### config.mk
export PLATFORM = sky130hd
export DESIGN_NAME = xbar_arbiter_unit
export DESIGN_NICKNAME = d
export VERILOG_FILES = /design/src/rtl/xbar_arb_pkg.sv /design/src/rtl/xbar_arb_channel.sv /design/src/rtl/xbar_arbiter_unit.sv
export SDC_FILE = /design/constraint.sdc
export NUM_CORES = 1
export LEC_CHECK = 0
export CORE_AREA = 2 2 42 44
export CTS_CLUSTER_DIAMETER = 60
export DETAILED_ROUTE_END_ITERATION = 12
export DIE_AREA = 0 0 44 46
export PLACE_DENSITY = 0.71
export SLEW_MARGIN = 20
export SYNTH_ARGS = -nofsm -noshare
export SYNTH_HDL_FRONTEND = slang
export SYNTH_SLANG_ARGS = --single-unit
### constraint.sdc
create_clock -name clk_i -period 1.2 [get_ports clk_i]
set_input_delay 0.3 -clock clk_i [delete_from_list [all_inputs] [get_ports clk_i]]
set_output_delay 0.3 -clock clk_i [all_outputs]
set_load 0.01 [all_outputs]
### src/rtl/xbar_arb_pkg.sv
// Shared types and helpers for the crossbar output arbiters.
// Optional weighted round-robin is enabled with XBAR_ARB_WRR_EN.
package xbar_arb_pkg;
  localparam int unsigned MAX_PORTS = 32;
  localparam int unsigned PICK_IDW  = 5;

  typedef int unsigned uint_t;
  typedef enum logic {IDLE, LOCKED} arb_state_e;
  typedef struct packed {
    logic                found;
    logic [PICK_IDW-1:0] id;
  } pick_t;

  function automatic uint_t clog2_min1(input uint_t n);
    return (n <= 1) ? 1 : $clog2(n);
  endfunction

  // First set bit of mask at or after ptr, searching cyclically over n bits.
  function automatic pick_t rr_pick(input logic [MAX_PORTS-1:0] mask, input uint_t ptr,
                                    input uint_t n);
    pick_t r;
    uint_t idx;
    r = '0;
    for (uint_t k = 0; k < MAX_PORTS; k++) begin
      if (k < n) begin
        idx = ptr + k;
        if (idx >= n) idx = idx - n;
        if (!r.found && mask[idx[PICK_IDW-1:0]]) begin
          r.found = 1'b1;
          r.id    = idx[PICK_IDW-1:0];
        end
      end
    end
    return r;
  endfunction
endpackage

### src/rtl/xbar_arb_channel.sv
// Packet-locking round-robin arbiter for one master port.
// XBAR_ARB_WRR_EN adds a per-channel packet counter and per-source weights.
module xbar_arb_channel import xbar_arb_pkg::*; #(
  parameter int unsigned S          = 2,
  parameter int unsigned MAX_WEIGHT = 4,
  parameter int unsigned IDW        = 1,
  parameter int unsigned WW         = 3
) (
  input  logic                  clk_i,
  input  logic                  rst_in,
  input  logic [S-1:0]          i_req,
  input  logic [S-1:0]          i_valid,
  input  logic [S-1:0]          i_last,
  input  logic                  i_ready,
`ifdef XBAR_ARB_WRR_EN
  input  logic [S-1:0][WW-1:0]  i_weight,
`endif
  output logic [IDW-1:0]        o_grant_id,
  output logic                  o_grant_valid
);
  arb_state_e     r_state, w_nstate;
  logic [IDW-1:0] r_id, w_nid, r_ptr, w_nptr, w_rel_ptr;
  logic [S-1:0]   w_own;
  logic           w_release, w_keep;
  pick_t          w_pick_idle, w_pick_rel;

  assign w_release = (r_state == LOCKED) && i_valid[r_id] && i_ready && i_last[r_id];
  assign w_rel_ptr = (r_id == IDW'(S - 1)) ? '0 : r_id + 1'b1;
  assign w_own     = S'(1) << r_id;

  // The releasing source is masked so a finished packet cannot win again at once.
  assign w_pick_idle = rr_pick(MAX_PORTS'(i_req), uint_t'(r_ptr), S);
  assign w_pick_rel  = rr_pick(MAX_PORTS'(i_req & ~w_own), uint_t'(w_rel_ptr), S);

`ifdef XBAR_ARB_WRR_EN
  logic [WW-1:0] r_cnt, w_wt;
  assign w_wt   = (i_weight[r_id] == '0) ? WW'(1) : i_weight[r_id];
  assign w_keep = i_req[r_id] && ((r_cnt + 1'b1) < w_wt);

  always_ff @(posedge clk_i or negedge rst_in) begin
    if (!rst_in)        r_cnt <= '0;
    else if (w_release) r_cnt <= w_keep ? r_cnt + 1'b1 : '0;
  end
`else
  assign w_keep = 1'b0;
`endif

  always_comb begin
    w_nstate = r_state;
    w_nid    = r_id;
    w_nptr   = r_ptr;
    if (r_state == IDLE) begin
      if (w_pick_idle.found) begin
        w_nstate = LOCKED;
        w_nid    = IDW'(w_pick_idle.id);
      end
    end else if (w_release && !w_keep) begin
      w_nptr = w_rel_ptr;
      if (w_pick_rel.found) w_nid = IDW'(w_pick_rel.id);
      else                  w_nstate = IDLE;
    end
  end

  always_ff @(posedge clk_i or negedge rst_in) begin
    if (!rst_in) begin
      r_state <= IDLE;
      r_id    <= '0;
      r_ptr   <= '0;
    end else begin
      r_state <= w_nstate;
      r_id    <= w_nid;
      r_ptr   <= w_nptr;
    end
  end

  assign o_grant_id    = r_id;
  assign o_grant_valid = (r_state == LOCKED);
endmodule

### src/rtl/xbar_arbiter_unit.sv
// AXI-Stream crossbar arbitration: one packet-locking arbiter per master port.
// Define XBAR_ARB_WRR_EN for weighted round-robin (adds s_weight_i).
module xbar_arbiter_unit import xbar_arb_pkg::*; #(
  parameter  int unsigned S_DATA_COUNT = 2,
  parameter  int unsigned M_DATA_COUNT = 3,
  parameter  int unsigned MAX_WEIGHT   = 4,
  localparam int unsigned T_ID___WIDTH = clog2_min1(S_DATA_COUNT),
  localparam int unsigned T_DEST_WIDTH = clog2_min1(M_DATA_COUNT),
  localparam int unsigned WW           = clog2_min1(MAX_WEIGHT + 1)
) (
  input  logic                                     clk_i,
  input  logic                                     rst_in,
  input  logic [S_DATA_COUNT-1:0][T_DEST_WIDTH-1:0] s_dest_i,
  input  logic [S_DATA_COUNT-1:0]                  s_valid_i,
  input  logic [S_DATA_COUNT-1:0]                  s_last_i,
  input  logic [M_DATA_COUNT-1:0]                  m_ready_i,
`ifdef XBAR_ARB_WRR_EN
  input  logic [S_DATA_COUNT-1:0][WW-1:0]          s_weight_i,
`endif
  output logic [M_DATA_COUNT-1:0][T_ID___WIDTH-1:0] grant_id_o,
  output logic [M_DATA_COUNT-1:0]                  grant_valid_o,
  output logic [S_DATA_COUNT-1:0]                  s_granted_o
);
  logic [M_DATA_COUNT-1:0][S_DATA_COUNT-1:0] w_req;

  for (genvar i = 0; i < M_DATA_COUNT; i++) begin : g_ch
    // Out-of-range TDEST values never match any channel index.
    for (genvar j = 0; j < S_DATA_COUNT; j++) begin : g_req
      assign w_req[i][j] = s_valid_i[j] && (s_dest_i[j] == T_DEST_WIDTH'(i));
    end

    xbar_arb_channel #(
      .S(S_DATA_COUNT), .MAX_WEIGHT(MAX_WEIGHT), .IDW(T_ID___WIDTH), .WW(WW)
    ) u_ch (
      .clk_i         (clk_i),
      .rst_in        (rst_in),
      .i_req         (w_req[i]),
      .i_valid       (s_valid_i),
      .i_last        (s_last_i),
      .i_ready       (m_ready_i[i]),
`ifdef XBAR_ARB_WRR_EN
      .i_weight      (s_weight_i),
`endif
      .o_grant_id    (grant_id_o[i]),
      .o_grant_valid (grant_valid_o[i])
    );
  end

  always_comb begin
    s_granted_o = '0;
    for (int i = 0; i < M_DATA_COUNT; i++)
      for (int j = 0; j < S_DATA_COUNT; j++)
        if (grant_valid_o[i] && grant_id_o[i] == T_ID___WIDTH'(j)) s_granted_o[j] = 1'b1;
  end
endmodule

==> results.yml <==
status:
  run_status: "finished, violations left"
  failed_checks: "setup timing"
worst_setup_path:
  crit_path_start_kind: "register"
  critPathCaptureType: "primary output"
  worstPathArrival_ns: 1.13
  cpMaxStageDelayCell: "dfrtp_1"
  critPathMaxFanout: 3
  criticalPathCategory: "register to primary output"
  critPathMaxStageDelay_ns: 0.40
  worstPathRequired_ns: 0.90
  path_cells: "buf_4 > a22oi_2 > nand2_1 > buf_2"
timing:
  period_minus_slack_ns: 1.43
  grt_setup_unrepaired: "true"
  tightest_slew_ns: 0.320
  setup_viol: 8
  skew_ns: 0.00623
  slew_headroom: 0.785
  period_share: 1.19
  finalHoldViolCount: 0
  fmax_mhz: 701
  layout_setup_ws_ns: -0.227
  hold_slack_ns: 0.324
  setup_tns_ns: -0.578
  report.final.slew_viol_count: 0
logic_synthesis:
  synthXorXnorAreaFrac: 0
  synth_area_leader_cell: "dfrtp_1"
  yosys.area.top_type_share: 0.362
  synth_compound_area_frac: 0.215
  synthMuxAreaShare: 0
  synth_top_family_by_area: "simple AND/OR/NAND/NOR gates"
  ys_types: 29
  ys_seq_elements: 9
  synth.area.top_cells: "dfrtp_1, a21oi_1, buf_4, nand4_1, o22ai_1"
  synth_area_um2: 622
  synth_fa_ha_area_frac: 0
  seq_area_frac_synth: 0.362
  syn_area_per_cell_um2: 8.64
  synth_cells: 72
  synth_nets: 85
  yosysWarningCount: 0
  synth-simple-area-share: 0.306
floorplanning:
  fp.dieArea_um2: 2020
  rows: 15
  core_area_um2: 1610
  dieHeight_um: 46
  dieWidth_um: 44
  pin_count: 21
  initial_core_util: 0.385
place:
  placedCellCount: 119
  port_buffers: 20
  dp_hpwl_um: 1360
  gp_congestion: 0.877
drt:
  vias: 746
  wirelength_met1_um: 772
  vias_per_cell: 5.69
  wl_met3_um: 87
  first_pass_iters: 4
  ant_nets: 0
  drc_errors: 0
  wirelength_um: 2040
  top_layer_used: "met4"
  drt-wirelength-per-cell_um: 15.6
  wl_met2_um: 1140
  drt_iter0_drc: 16
pwr:
  pwr-share-seq: 0.287
  internal-power_w: 0.00106
  power_frac_clock: 0.141
  ir_drop_v: 0.000962
  p_sw_frac: 0.363
  p_leak_nw: 0.534
  netSwitchingPower_w: 0.000602
  p_comb_frac: 0.571
  p_per_area_nw_per_um2: 1510
grt:
  grt_pass1_vias: 683
  grt.overflow.total: 0
  grt_pass1_wl_um: 2970
  antenna_found_initial: 0
  gr-usage-all-layers: 0.210
  grt_max_degree: 10
layout:
  syn2layout_area_growth_pct: 76.3
  final_common_cell: "buf_4"
  layout_common_cells: "buf_4, buf_6, a21oi_1, dfrtp_1"
  drive_above_1_share: 0.447
  antenna_cells: 0
  layout.cells.non_filler: 131
  nets: 128
clock_tree:
  numClockSinks: 9
  h-tree-depth: 1
  cts_buffers: 3
  cts.reportedPaths.clkPinSlew_ns: 0.06
  cts_tree: "built"
  cts_buffer_depth: 2
  holdBufCountCts: 0
  clock_latency_ns: 0.26
  clockRootBuffer: "clkbuf_4"
run:
  drv_cap: 0
hold_path:
  hold_class: "input pin to async pin"
## sequential cells by signal, summed over array words and instances, names as in the netlist
| register | flops |
|---|---|
| g_ch.u_ch.o_grant_id | 3 |
| g_ch.u_ch.o_grant_valid | 3 |
| g_ch.u_ch.r_ptr | 3 |
## area by class of cell
type	instances	area, µm²
Tap cell	17	21.3
Inverter	6	22.5
Timing Repair Buffer	45	418
Clock buffer	4	26.3
Fill cell	133	518
Sequential cell	9	226
Multi-Input combinational cell	50	382
## stage by stage
step | total power (W) | worst slack [ns] | cell area (µm²) | util
global route | 0.00175 | -0.285 | 1100 | 0.679
detailed placement | 0.00118 | -0.396 | 921 | 0.571
CTS | 0.00159 | -0.223 | 1030 | 0.636
floorplan | 0.000821 | 0.132 | 622 | -
finish | 0.00166 | -0.227 | 1100 | 0.679
global placement | 0.00117 | -0.346 | 921 | 0.571
## worst paths after layout
check,to,start,slack [ns],depth (start not counted)
max,s_granted_o[1],g_ch[2].u_ch.o_grant_valid,-0.23,4
min,g_ch[1].u_ch.o_grant_id,rst_in,0.32,2
max reg2reg,g_ch[0].u_ch.o_grant_id,g_ch[0].u_ch.o_grant_valid,-0.02,5
min reg2reg,g_ch[0].u_ch.r_ptr,g_ch[0].u_ch.r_ptr,0.54,2
max in group asynchronous,g_ch[0].u_ch.o_grant_id,rst_in,0.73,2
min in group clk_i,g_ch[0].u_ch.o_grant_valid,s_dest_i[0],0.43,3
## logic make-up after synthesis
kind of cell           Yosys count
and+or+nand+nor                 29
AOI/OAI and AO/OA               21
DFF                              9
buffers and inverters           13
## worst max-delay path: cells and delay by family (launching register included)
family	cells	cell delay [ns]
simple gates	1	0.07
buf+inv	2	0.27
flops	1	0.40
compound gates	1	0.13
## power groups by stage
stage,Clock (W),Combinational (W),Sequential [W]
4_1_cts,0.000241,0.000881,0.000465
2_1_floorplan,0,0.000335,0.000487
3_5_place_dp,0,0.000725,0.000460
6_report,0.000235,0.000948,0.000477
5_1_grt,0.000249,0.00102,0.000489
3_3_place_gp,0,0.000711,0.000459
## Yosys cell counts
master / count
a21oi_1: 9
a21oi_2: 1
a221oi_1: 1
a22oi_1: 1
a31oi_1: 1
and3_1: 1
and3_2: 1
and3b_1: 1
and3b_2: 2
buf_2: 1
buf_4: 6
dfrtp_1: 9
inv_1: 6
nand2_1: 4
nand2b_1: 1
nand3_1: 2
nand3b_1: 2
nand4_1: 6
nand4b_1: 1
nor2_1: 1
nor3_1: 3
nor3b_2: 1
nor4b_1: 1
o221ai_1: 1
o22ai_1: 5
o2bb2ai_1: 1
o32ai_1: 1
or2_1: 1
or3b_1: 1
## repair_timing
action | in CTS | in global routing
endpoints found under the setup margin | 14 | 11
buffers inserted | 8 | 4
pin swaps | 2 | 8
resized for setup | 53 | 15
gates cloned | 0 | 0
## layer usage
layer	up-vias	global-route usage
met2	17	0.379
met4	0	0.133
met1	367	0.229
met5	-	0
met3	4	0.0317
li1	358	-
Note: power is estimated with default switching activity, not from simulation.
